$ cat config.mk
export PLATFORM = sky130hd
export DESIGN_NAME = universal_shift_reg_flat
export DESIGN_NICKNAME = d
export VERILOG_FILES = /design/src/rtl/universal_shift_reg_if.sv /design/src/rtl/universal_shift_reg.sv /design/src/flat_wrapper.sv
export SDC_FILE = /design/constraint.sdc
export NUM_CORES = 1
export LEC_CHECK = 0
export ABC_CLOCK_PERIOD_IN_PS = 1500
export BUFFER_PORTS_ARGS = -buffer_cell sky130_fd_sc_hd__buf_2
export CAP_MARGIN = 10
export CORE_MARGIN = 2
export CORE_UTILIZATION = 45
export CTS_CLUSTER_DIAMETER = 150
export CTS_CLUSTER_SIZE = 40
export DETAILED_ROUTE_END_ITERATION = 8
export HOLD_SLACK_MARGIN = 0.12
export MAX_ROUTING_LAYER = met4
export PLACE_DENSITY = 0.74
export SLEW_MARGIN = 30
export SYNTH_ARGS = -nofsm -noshare
export SYNTH_HDL_FRONTEND = slang
export SYNTH_SLANG_ARGS = --single-unit
$ cat constraint.sdc
create_clock -name clk -period 1.5 [get_ports clk]
set_input_delay 0.3 -clock clk [delete_from_list [all_inputs] [get_ports clk]]
set_output_delay 0.3 -clock clk [all_outputs]
set_load 0.05 [all_outputs]
$ cat src/rtl/universal_shift_reg_if.sv
// Bundles the control, data and status signals of universal_shift_reg.
// The master drives the operation request; the slave (the register) returns its state.
interface universal_shift_reg_if #(
  parameter int unsigned WIDTH = 8
) ();
  localparam int unsigned CntW = $clog2(WIDTH + 1);

  logic             en;
  logic [1:0]       mode;
  logic [WIDTH-1:0] d;
  logic             sin_r;
  logic             sin_l;
  logic [WIDTH-1:0] q;
  logic             sout_r;
  logic             sout_l;
  logic [CntW-1:0]  cnt;
  logic             done;

  modport master (
    output en, mode, d, sin_r, sin_l,
    input  q, sout_r, sout_l, cnt, done
  );

  modport slave (
    input  en, mode, d, sin_r, sin_l,
    output q, sout_r, sout_l, cnt, done
  );
endinterface

$ cat src/rtl/universal_shift_reg.sv
// Universal shift register: hold, shift right/left (serial or rotate), parallel load,
// with a shift counter that wraps every WIDTH shifts and emits a one-cycle done pulse.
module universal_shift_reg #(
  parameter int unsigned      WIDTH     = 8,
  parameter logic [WIDTH-1:0] RESET_VAL = '0,
  parameter bit               ROTATE    = 1'b0
) (
  input logic                  clk,
  input logic                  rst,
  universal_shift_reg_if.slave bus
);
  localparam int unsigned     CntW    = $clog2(WIDTH + 1);
  localparam logic [CntW-1:0] CntLast = CntW'(WIDTH - 1);

  typedef enum logic [1:0] {
    ModeHold = 2'b00,
    ModeShr  = 2'b01,
    ModeShl  = 2'b10,
    ModeLoad = 2'b11
  } mode_e;

  if (WIDTH < 2) begin : g_width_chk
    $error("universal_shift_reg: WIDTH must be at least 2");
  end

  logic [WIDTH-1:0] q_q, q_d;
  logic [CntW-1:0]  cnt_q, cnt_d;
  logic             done_q, done_d;
  logic             shr_in, shl_in, shift;
  mode_e            mode;

  assign mode = mode_e'(bus.mode);

  // Rotation feeds the bit falling off the far end back in; serial pins are then unused.
  assign shr_in = ROTATE ? q_q[0]       : bus.sin_r;
  assign shl_in = ROTATE ? q_q[WIDTH-1] : bus.sin_l;
  assign shift  = bus.en && (mode == ModeShr || mode == ModeShl);

  always_comb begin
    q_d    = q_q;
    cnt_d  = cnt_q;
    done_d = 1'b0;
    if (bus.en) begin
      unique case (mode)
        ModeHold: q_d = q_q;
        ModeShr:  q_d = {shr_in, q_q[WIDTH-1:1]};
        ModeShl:  q_d = {q_q[WIDTH-2:0], shl_in};
        ModeLoad: begin
          q_d   = bus.d;
          cnt_d = '0;
        end
      endcase
    end
    // Both directions share one counter so mixed sequences still wrap after WIDTH shifts.
    if (shift) begin
      if (cnt_q == CntLast) begin
        cnt_d  = '0;
        done_d = 1'b1;
      end else begin
        cnt_d = cnt_q + CntW'(1);
      end
    end
  end

  always_ff @(posedge clk) begin
    if (rst) begin
      q_q    <= RESET_VAL;
      cnt_q  <= '0;
      done_q <= 1'b0;
    end else begin
      q_q    <= q_d;
      cnt_q  <= cnt_d;
      done_q <= done_d;
    end
  end

  assign bus.q      = q_q;
  assign bus.sout_r = q_q[0];
  assign bus.sout_l = q_q[WIDTH-1];
  assign bus.cnt    = cnt_q;
  assign bus.done   = done_q;

  cnt_in_range_a: assert property (@(posedge clk) disable iff (rst) cnt_q <= CntLast);
  done_single_a:  assert property (@(posedge clk) disable iff (rst) done_q |=> !done_q);
endmodule

$ cat src/flat_wrapper.sv
// flat-port wrapper written by rule: the top's interface ports become plain ports
module universal_shift_reg_flat 
#(
  parameter int unsigned      WIDTH     = 8,
  parameter logic [WIDTH-1:0] RESET_VAL = '0,
  parameter bit               ROTATE    = 1'b0
)
  (clk, rst, bus_en, bus_mode, bus_d, bus_sin_r, bus_sin_l, bus_q, bus_sout_r, bus_sout_l, bus_cnt, bus_done);
  universal_shift_reg_if #(.WIDTH(WIDTH)) bus_i ();
  input logic clk;
  input logic rst;
  input wire logic [$bits(bus_i.en)-1:0] bus_en;
  input wire logic [$bits(bus_i.mode)-1:0] bus_mode;
  input wire logic [$bits(bus_i.d)-1:0] bus_d;
  input wire logic [$bits(bus_i.sin_r)-1:0] bus_sin_r;
  input wire logic [$bits(bus_i.sin_l)-1:0] bus_sin_l;
  output wire logic [$bits(bus_i.q)-1:0] bus_q;
  output wire logic [$bits(bus_i.sout_r)-1:0] bus_sout_r;
  output wire logic [$bits(bus_i.sout_l)-1:0] bus_sout_l;
  output wire logic [$bits(bus_i.cnt)-1:0] bus_cnt;
  output wire logic [$bits(bus_i.done)-1:0] bus_done;
  assign bus_i.en = bus_en;
  assign bus_i.mode = bus_mode;
  assign bus_i.d = bus_d;
  assign bus_i.sin_r = bus_sin_r;
  assign bus_i.sin_l = bus_sin_l;
  assign bus_q = bus_i.q;
  assign bus_sout_r = bus_i.sout_r;
  assign bus_sout_l = bus_i.sout_l;
  assign bus_cnt = bus_i.cnt;
  assign bus_done = bus_i.done;
  universal_shift_reg #(.WIDTH(WIDTH), .RESET_VAL(RESET_VAL), .ROTATE(ROTATE)) u_core (.clk(clk), .rst(rst), .bus(bus_i));
endmodule
==> run_results.csv, run 1 <==
group,metric,value,unit
sta,hold_viol,0,
pwr,p_comb_share,28.7,%
finish,drive_gt1_share,43.5,%
clock_tree,cts_tree,"built",
finish,fin_nets,135,
finish,seq_area,263,sq um
clock_tree,clockBufferDepth,2,
worst_setup_path,critPathMaxFanout,5,
global_route,grt_pass1_vias,603,
floorplanning,dieArea,0.00189,sq mm
finish,multi_input_area,380,sq um
sta,whs,299,ps
pwr,irDropWorstVdd,562,uV
sta,rsz0062_at_grt,"no",
finish,final_cells,131,
worst_setup_path,cp.arrival,1540,ps
synthesis,avgSynthCellArea,8.85,sq um
placement,port_buffers,29,
worst_setup_path,reg2reg_from,"u_core.bus.cnt[0]",
synthesis,synth_async_sr_flop_share,0,%
synthesis,synth_edf_count,0,
finish,final_cell_area,917,sq um
pwr,sequentialPowerShare,45.6,%
synthesis,syn_area,699,sq um
run_status,run_status,"completed",
route,wl_per_cell,12.0,microns
worst_setup_path,cp_num_buf_inv,0,
clock_tree,clk_latency,270,ps
synthesis,synth_seq_area_share,37.2,%
global_route,grt.overflow.total,0,
synthesis,yosysTopAreaCellShare,37.2,%
worst_setup_path,critical_path_class,"register to register",
global_route,grt_pass1_wl,2.47,mm
global_route,antenna_found_initial,0,
worst_setup_path,start_kind,"register",
clock_tree,post_cts_resized,0,
floorplanning,rows,14,
sta,finalCritPeriodShare,89.2,%
synthesis,syn_nets,98,
pwr,p_per_area,922,mW/mm^2
finish,final_core_util,61.6,%
clock_tree,cts-root-buf,"clkbuf_4",
placement,place_area,891,sq um
sta,clock.fmax,748,MHz
worst_setup_path,critPathCaptureType,"register",
synthesis,yosys_most_used_dff,"dfxtp_1",
route,vias,707,
sta,tns,0,ps
synthesis,ys_types,25,
finish,fill_cells,130,
worst_setup_path,r2r-end,"u_core.bus.cnt[0]",
synthesis,synth_top_area_cell,"dfxtp_1",
pwr,p_leak,0.427,nW
route,ant_nets,0,
worst_setup_path,critical-path-max-stage-delay,440,ps
sta,fin_ws,162,ps
job,cap_viol_max_count,0,
route,firstDrtPassIters,4,
synthesis,synth_area_leaders,"dfxtp_1, a22oi_1, a311oi_1, ha_1, nand2_1",
clock_tree,cts_setup_buffers,0,
clock_tree,cts.sinks,13,
pwr,p_switching,0.294,mW
worst_setup_path,critPathLaunch,"u_core.bus.cnt[0]",
route,drt_wl_total,1.57,mm
finish,diodes,0,
finish,syn_to_final_growth,31.1,%
placement,dp.cells,127,
worst_hold_path,hp-class,"input pin to register",
floorplanning,fp.coreArea,0.00149,sq mm
clock_tree,clk_pin_slew_worst_paths,80,ps
worst_setup_path,worstRegToRegCells,4,
global_route,grt_max_degree,14,
placement,gp_congestion,0.844,
floorplanning,io_pins,30,
worst_setup_path,crit_path_cell_trace,"ha_1, nand3b_1, or3b_2, a21oi_1",
pwr,pwr-share-clk,25.7,%
clock_tree,cts_inserted_buffers,3,
sta,final-setup-viol-count,0,
sta,maxSlewViolCount,0,
global_route,track_usage,18.1,%
floorplanning,start_util,47.0,%
synthesis,synth_cells,79,
clock_tree,postCtsHoldBufs,0,
placement,dp_worst_setup_slack,-86.4,ps
worst_setup_path,cpLargestDelayFamily,"simple AND/OR/NAND/NOR gates",
pwr,power,0.845,mW
sta,worst_pin_slew,274,ps
floorplanning,die_w,43.4,microns
worst_hold_path,hold_depth,3,
route,drt_iter0_drc,22,
route,vias_per_cell,5.40,
pwr,p_int,0.551,mW
worst_setup_path,required,1700,ps
synthesis,synth_common_cells,"dfxtp_1, nand2_1, nor2_1",
worst_hold_path,hold_start,"bus_sin_r",
floorplanning,fp.dieH,43.4,microns
sta,slew-limit-headroom,81.7,%
placement,hpwlAfterDp,1.20,mm
worst_hold_path,hold-path-endpoint,"u_core.bus.q[7]",
clock_tree,h-tree-depth,1,
synthesis,synth_most_common_cell,"dfxtp_1",
pwr,switching_share,34.8,%
synthesis,yosys_warnings,0,
synthesis,ys_ff_latch,13,
worst_setup_path,cp_slowest_cell,"or3b_2",
worst_setup_path,regToRegSetupSlack,160,ps
route,drc,0,
sta,finClkSkew,2.49,ps
sta,period_needed,1340,ps
kinds of logic after synthesis:
group                    after synthesis  synth area share, %
adder cells (fa/ha/maj)                4                 7.16
flip-flops                            13                 37.2
AND/OR/NAND/NOR                       31                 21.8
AO/OA/AOI/OAI                         22                 25.4
buffers and inverters                  9                 8.41
power groups by stage:
stage / Sequential, mW / Clock [mW] / Combinational [mW]
6_report: 0.386 / 0.217 / 0.242
5_1_grt: 0.390 / 0.244 / 0.259
4_1_cts: 0.386 / 0.224 / 0.243
3_5_place_dp: 0.394 / 0 / 0.243
3_3_place_gp: 0.393 / 0 / 0.238
2_1_floorplan: 0.460 / 0 / 0.104
cells in the final DEF, fill, tap and decap left out, types with 2 or more instances in the layout:
| master | netlist | routed |
|---|---|---|
| a21oi_1 | 2 | 2 |
| a22oi_1 | 8 | 8 |
| a311oi_1 | 6 | 6 |
| a311oi_2 | 2 | 2 |
| buf_2 | 2 | 29 |
| buf_4 | 4 | 10 |
| clkbuf_4 | 0 | 3 |
| dfxtp_1 | 13 | 11 |
| dfxtp_2 | 0 | 2 |
| ha_1 | 4 | 4 |
| inv_1 | 2 | 2 |
| nand2_1 | 11 | 11 |
| nor2_1 | 9 | 9 |
| nor2b_1 | 2 | 2 |
| o21ai_0 | 2 | 2 |
worst register-to-register path, stage by stage, from the launching register on:
cell      delay [ps]
dfxtp_2          350
ha_1             220
nand3b_1         120
or3b_2           440
a21oi_1          140
metal layers:
layer  part of all wire [%]  vias to the layer above  track usage (%)
met2                     50                       20             26.9
met4                      0                        0             7.27
met3                    5.3                        0             5.00
met5                      0                        -                -
li1                       -                      363                -
met1                     45                      324             23.1
state kept, by name (all words and copies together) (netlist names):
signal / count
u_core.bus.done: 1
u_core.bus.cnt: 4
u_core.bus.q: 8
area by class of cell:
class	instances	area share, %
multi-input cells	57	41.5
clock buffers	4	2.86
flip-flops and latches	13	28.6
inverters	2	0.819
well taps	16	2.18
repair buffers	39	24.0
worst max-delay path by stage:
| stage | endpoint | slack, ps | depth (start not counted) |
|---|---|---|---|
| 5_1_grt | u_core.bus.cnt[3] | 80 | 4 |
| 4_1_cts | u_core.bus.cnt[0] | 160 | 4 |
| 2_1_floorplan | u_core.bus.cnt[0] | 20 | 3 |
| 3_3_place_gp | u_core.bus.cnt[3] | -40 | 6 |
| 6_report | u_core.bus.cnt[0] | 160 | 4 |
| 3_5_place_dp | u_core.bus.cnt[3] | -90 | 6 |
Note: power is estimated with default switching activity, not from simulation.
==> run 2, diff against run 1 <==
--- a/config.mk
+++ b/config.mk
@@ -16,7 +16,7 @@
 export HOLD_SLACK_MARGIN = 0.12
 export MAX_ROUTING_LAYER = met4
 export PLACE_DENSITY = 0.74
-export SLEW_MARGIN = 30
+export SLEW_MARGIN = 20
 export SYNTH_ARGS = -nofsm -noshare
 export SYNTH_HDL_FRONTEND = slang
 export SYNTH_SLANG_ARGS = --single-unit
==> constraint.sdc (replaced) <==
create_clock -name clk -period 1.5 [get_ports clk]
set_input_delay 0.15 -clock clk [delete_from_list [all_inputs] [get_ports clk]]
set_output_delay 0.15 -clock clk [all_outputs]
set_load 0.05 [all_outputs]
==> run_results.csv, run 2 (synthesis gave the netlist of run 1 again) <==
group,metric,value,unit
floorplanning,die_w,43.4,microns
route,drt_iter0_drc,9,
finish,final_common_cell,"buf_2",
worst_setup_path,critical_path_class,"register to register",
clock_tree,clk_latency,280,ps
sta,fin_ws,164,ps
worst_setup_path,required,1710,ps
sta,hold_viol,0,
finish,seq_area,263,sq um
job,cap_viol_max_count,0,
floorplanning,rows,14,
pwr,p_per_area,969,mW/mm^2
pwr,p_int,0.537,mW
pwr,sequentialPowerShare,46.0,%
route,vias_per_cell,5.52,
sta,finalCritPeriodShare,89.1,%
route,vias,685,
pwr,p_switching,0.301,mW
global_route,grt_pass1_wl,2.43,mm
global_route,grt_max_degree,17,
finish,fill_cells,133,
finish,multi_input_area,380,sq um
worst_hold_path,hp-class,"input pin to register",
route,firstDrtPassIters,6,
sta,maxSlewViolCount,0,
run_status,run_status,"completed",
sta,worst_pin_slew,449,ps
floorplanning,fp.coreArea,0.00149,sq mm
placement,port_buffers,29,
pwr,switching_share,35.9,%
sta,period_needed,1340,ps
clock_tree,post_cts_resized,0,
clock_tree,cts_setup_buffers,0,
global_route,grt.overflow.total,0,
global_route,grt_pass1_vias,608,
placement,dp_worst_setup_slack,52.3,ps
route,drc,0,
worst_setup_path,critPathMaxFanout,5,
worst_setup_path,cp.arrival,1550,ps
floorplanning,io_pins,30,
sta,tns,0,ps
route,ant_nets,0,
pwr,p_leak,0.393,nW
sta,finClkSkew,1.37,ps
floorplanning,fp.dieH,43.4,microns
route,drt_wl_total,1.50,mm
sta,slew-limit-headroom,69.8,%
finish,syn_to_final_growth,23.6,%
global_route,antenna_found_initial,0,
clock_tree,h-tree-depth,1,
pwr,p_comb_share,26.6,%
global_route,track_usage,17.7,%
route,wl_per_cell,12.1,microns
worst_setup_path,start_kind,"register",
finish,largest_register_ff_count,8,
placement,place_area,838,sq um
clock_tree,clk_pin_slew_worst_paths,90,ps
finish,final_cell_area,865,sq um
sta,final-setup-viol-count,0,
pwr,power,0.838,mW
placement,hpwlAfterDp,1.13,mm
finish,layout_common_cells,"buf_2, nand2_1, dfxtp_1",
finish,diodes,0,
worst_setup_path,critPathCaptureType,"register",
placement,gp_congestion,0.834,
pwr,irDropWorstVdd,431,uV
finish,drive_gt1_share,39.8,%
floorplanning,dieArea,0.00189,sq mm
clock_tree,cts_inserted_buffers,3,
clock_tree,cts_tree,"built",
sta,clock.fmax,748,MHz
sta,rsz0062_at_grt,"no",
clock_tree,cts-root-buf,"clkbuf_4",
clock_tree,postCtsHoldBufs,0,
finish,fin_nets,128,
pwr,pwr-share-clk,27.4,%
clock_tree,clockBufferDepth,2,
floorplanning,start_util,47.0,%
clock_tree,cts.sinks,13,
## run 2: cell types whose count changed in the layout (fill, tap and decap cells not counted)
| cell | delta |
|---|---|
| buf_4 | -7 |
## run 2: final cells by class
type	instances	share of cell area, %
Multi-Input combinational cell	57	44.0
Sequential cell	13	30.4
Timing Repair Buffer	32	19.4
Clock buffer	4	3.04
Tap cell	16	2.32
Inverter	2	0.868
## run 2: final timing paths
path              cells past startpoint         startpoint                 to  slack (ps)
setup reg to reg                      4  u_core.bus.cnt[0]  u_core.bus.cnt[0]         160
setup / recovery                      4  u_core.bus.cnt[0]  u_core.bus.cnt[0]         160
hold reg to reg                       2  u_core.bus.cnt[0]  u_core.bus.cnt[0]         490
hold / removal                        3          bus_sin_r    u_core.bus.q[7]         130
## run 2: metrics by stage
step / hold WS [ps] / util [%] / instances
floorplan: 222 / - / 79
global placement: 424 / 56.3 / 120
detailed placement: 429 / 56.3 / 120
CTS: 128 / 58.1 / 124
global route: 157 / 58.1 / 124
finish: 128 / 58.1 / 124
## run 2: metal layers
metal  GRT usage [%]  vias up  wire, microns
met5               -        -              0
met4            10.9        0             25
met3            4.17        4             78
met2            25.1       23            661
met1            22.5      310            730
li1                -      348              -
## run 2: worst max-delay path, stage by stage, from the launching register on
cell and delay, ps:
dfxtp_2 350, ha_1 220, nand3b_1 110, or3b_2 450, a21oi_1 140
## run 2: power groups by stage
stage | combinational (mW) | clock (mW) | sequential, mW
floorplan | 0.104 | 0 | 0.460
global placement | 0.221 | 0 | 0.393
detailed placement | 0.224 | 0 | 0.394
CTS | 0.224 | 0.231 | 0.385
global route | 0.241 | 0.244 | 0.389
finish | 0.223 | 0.230 | 0.385
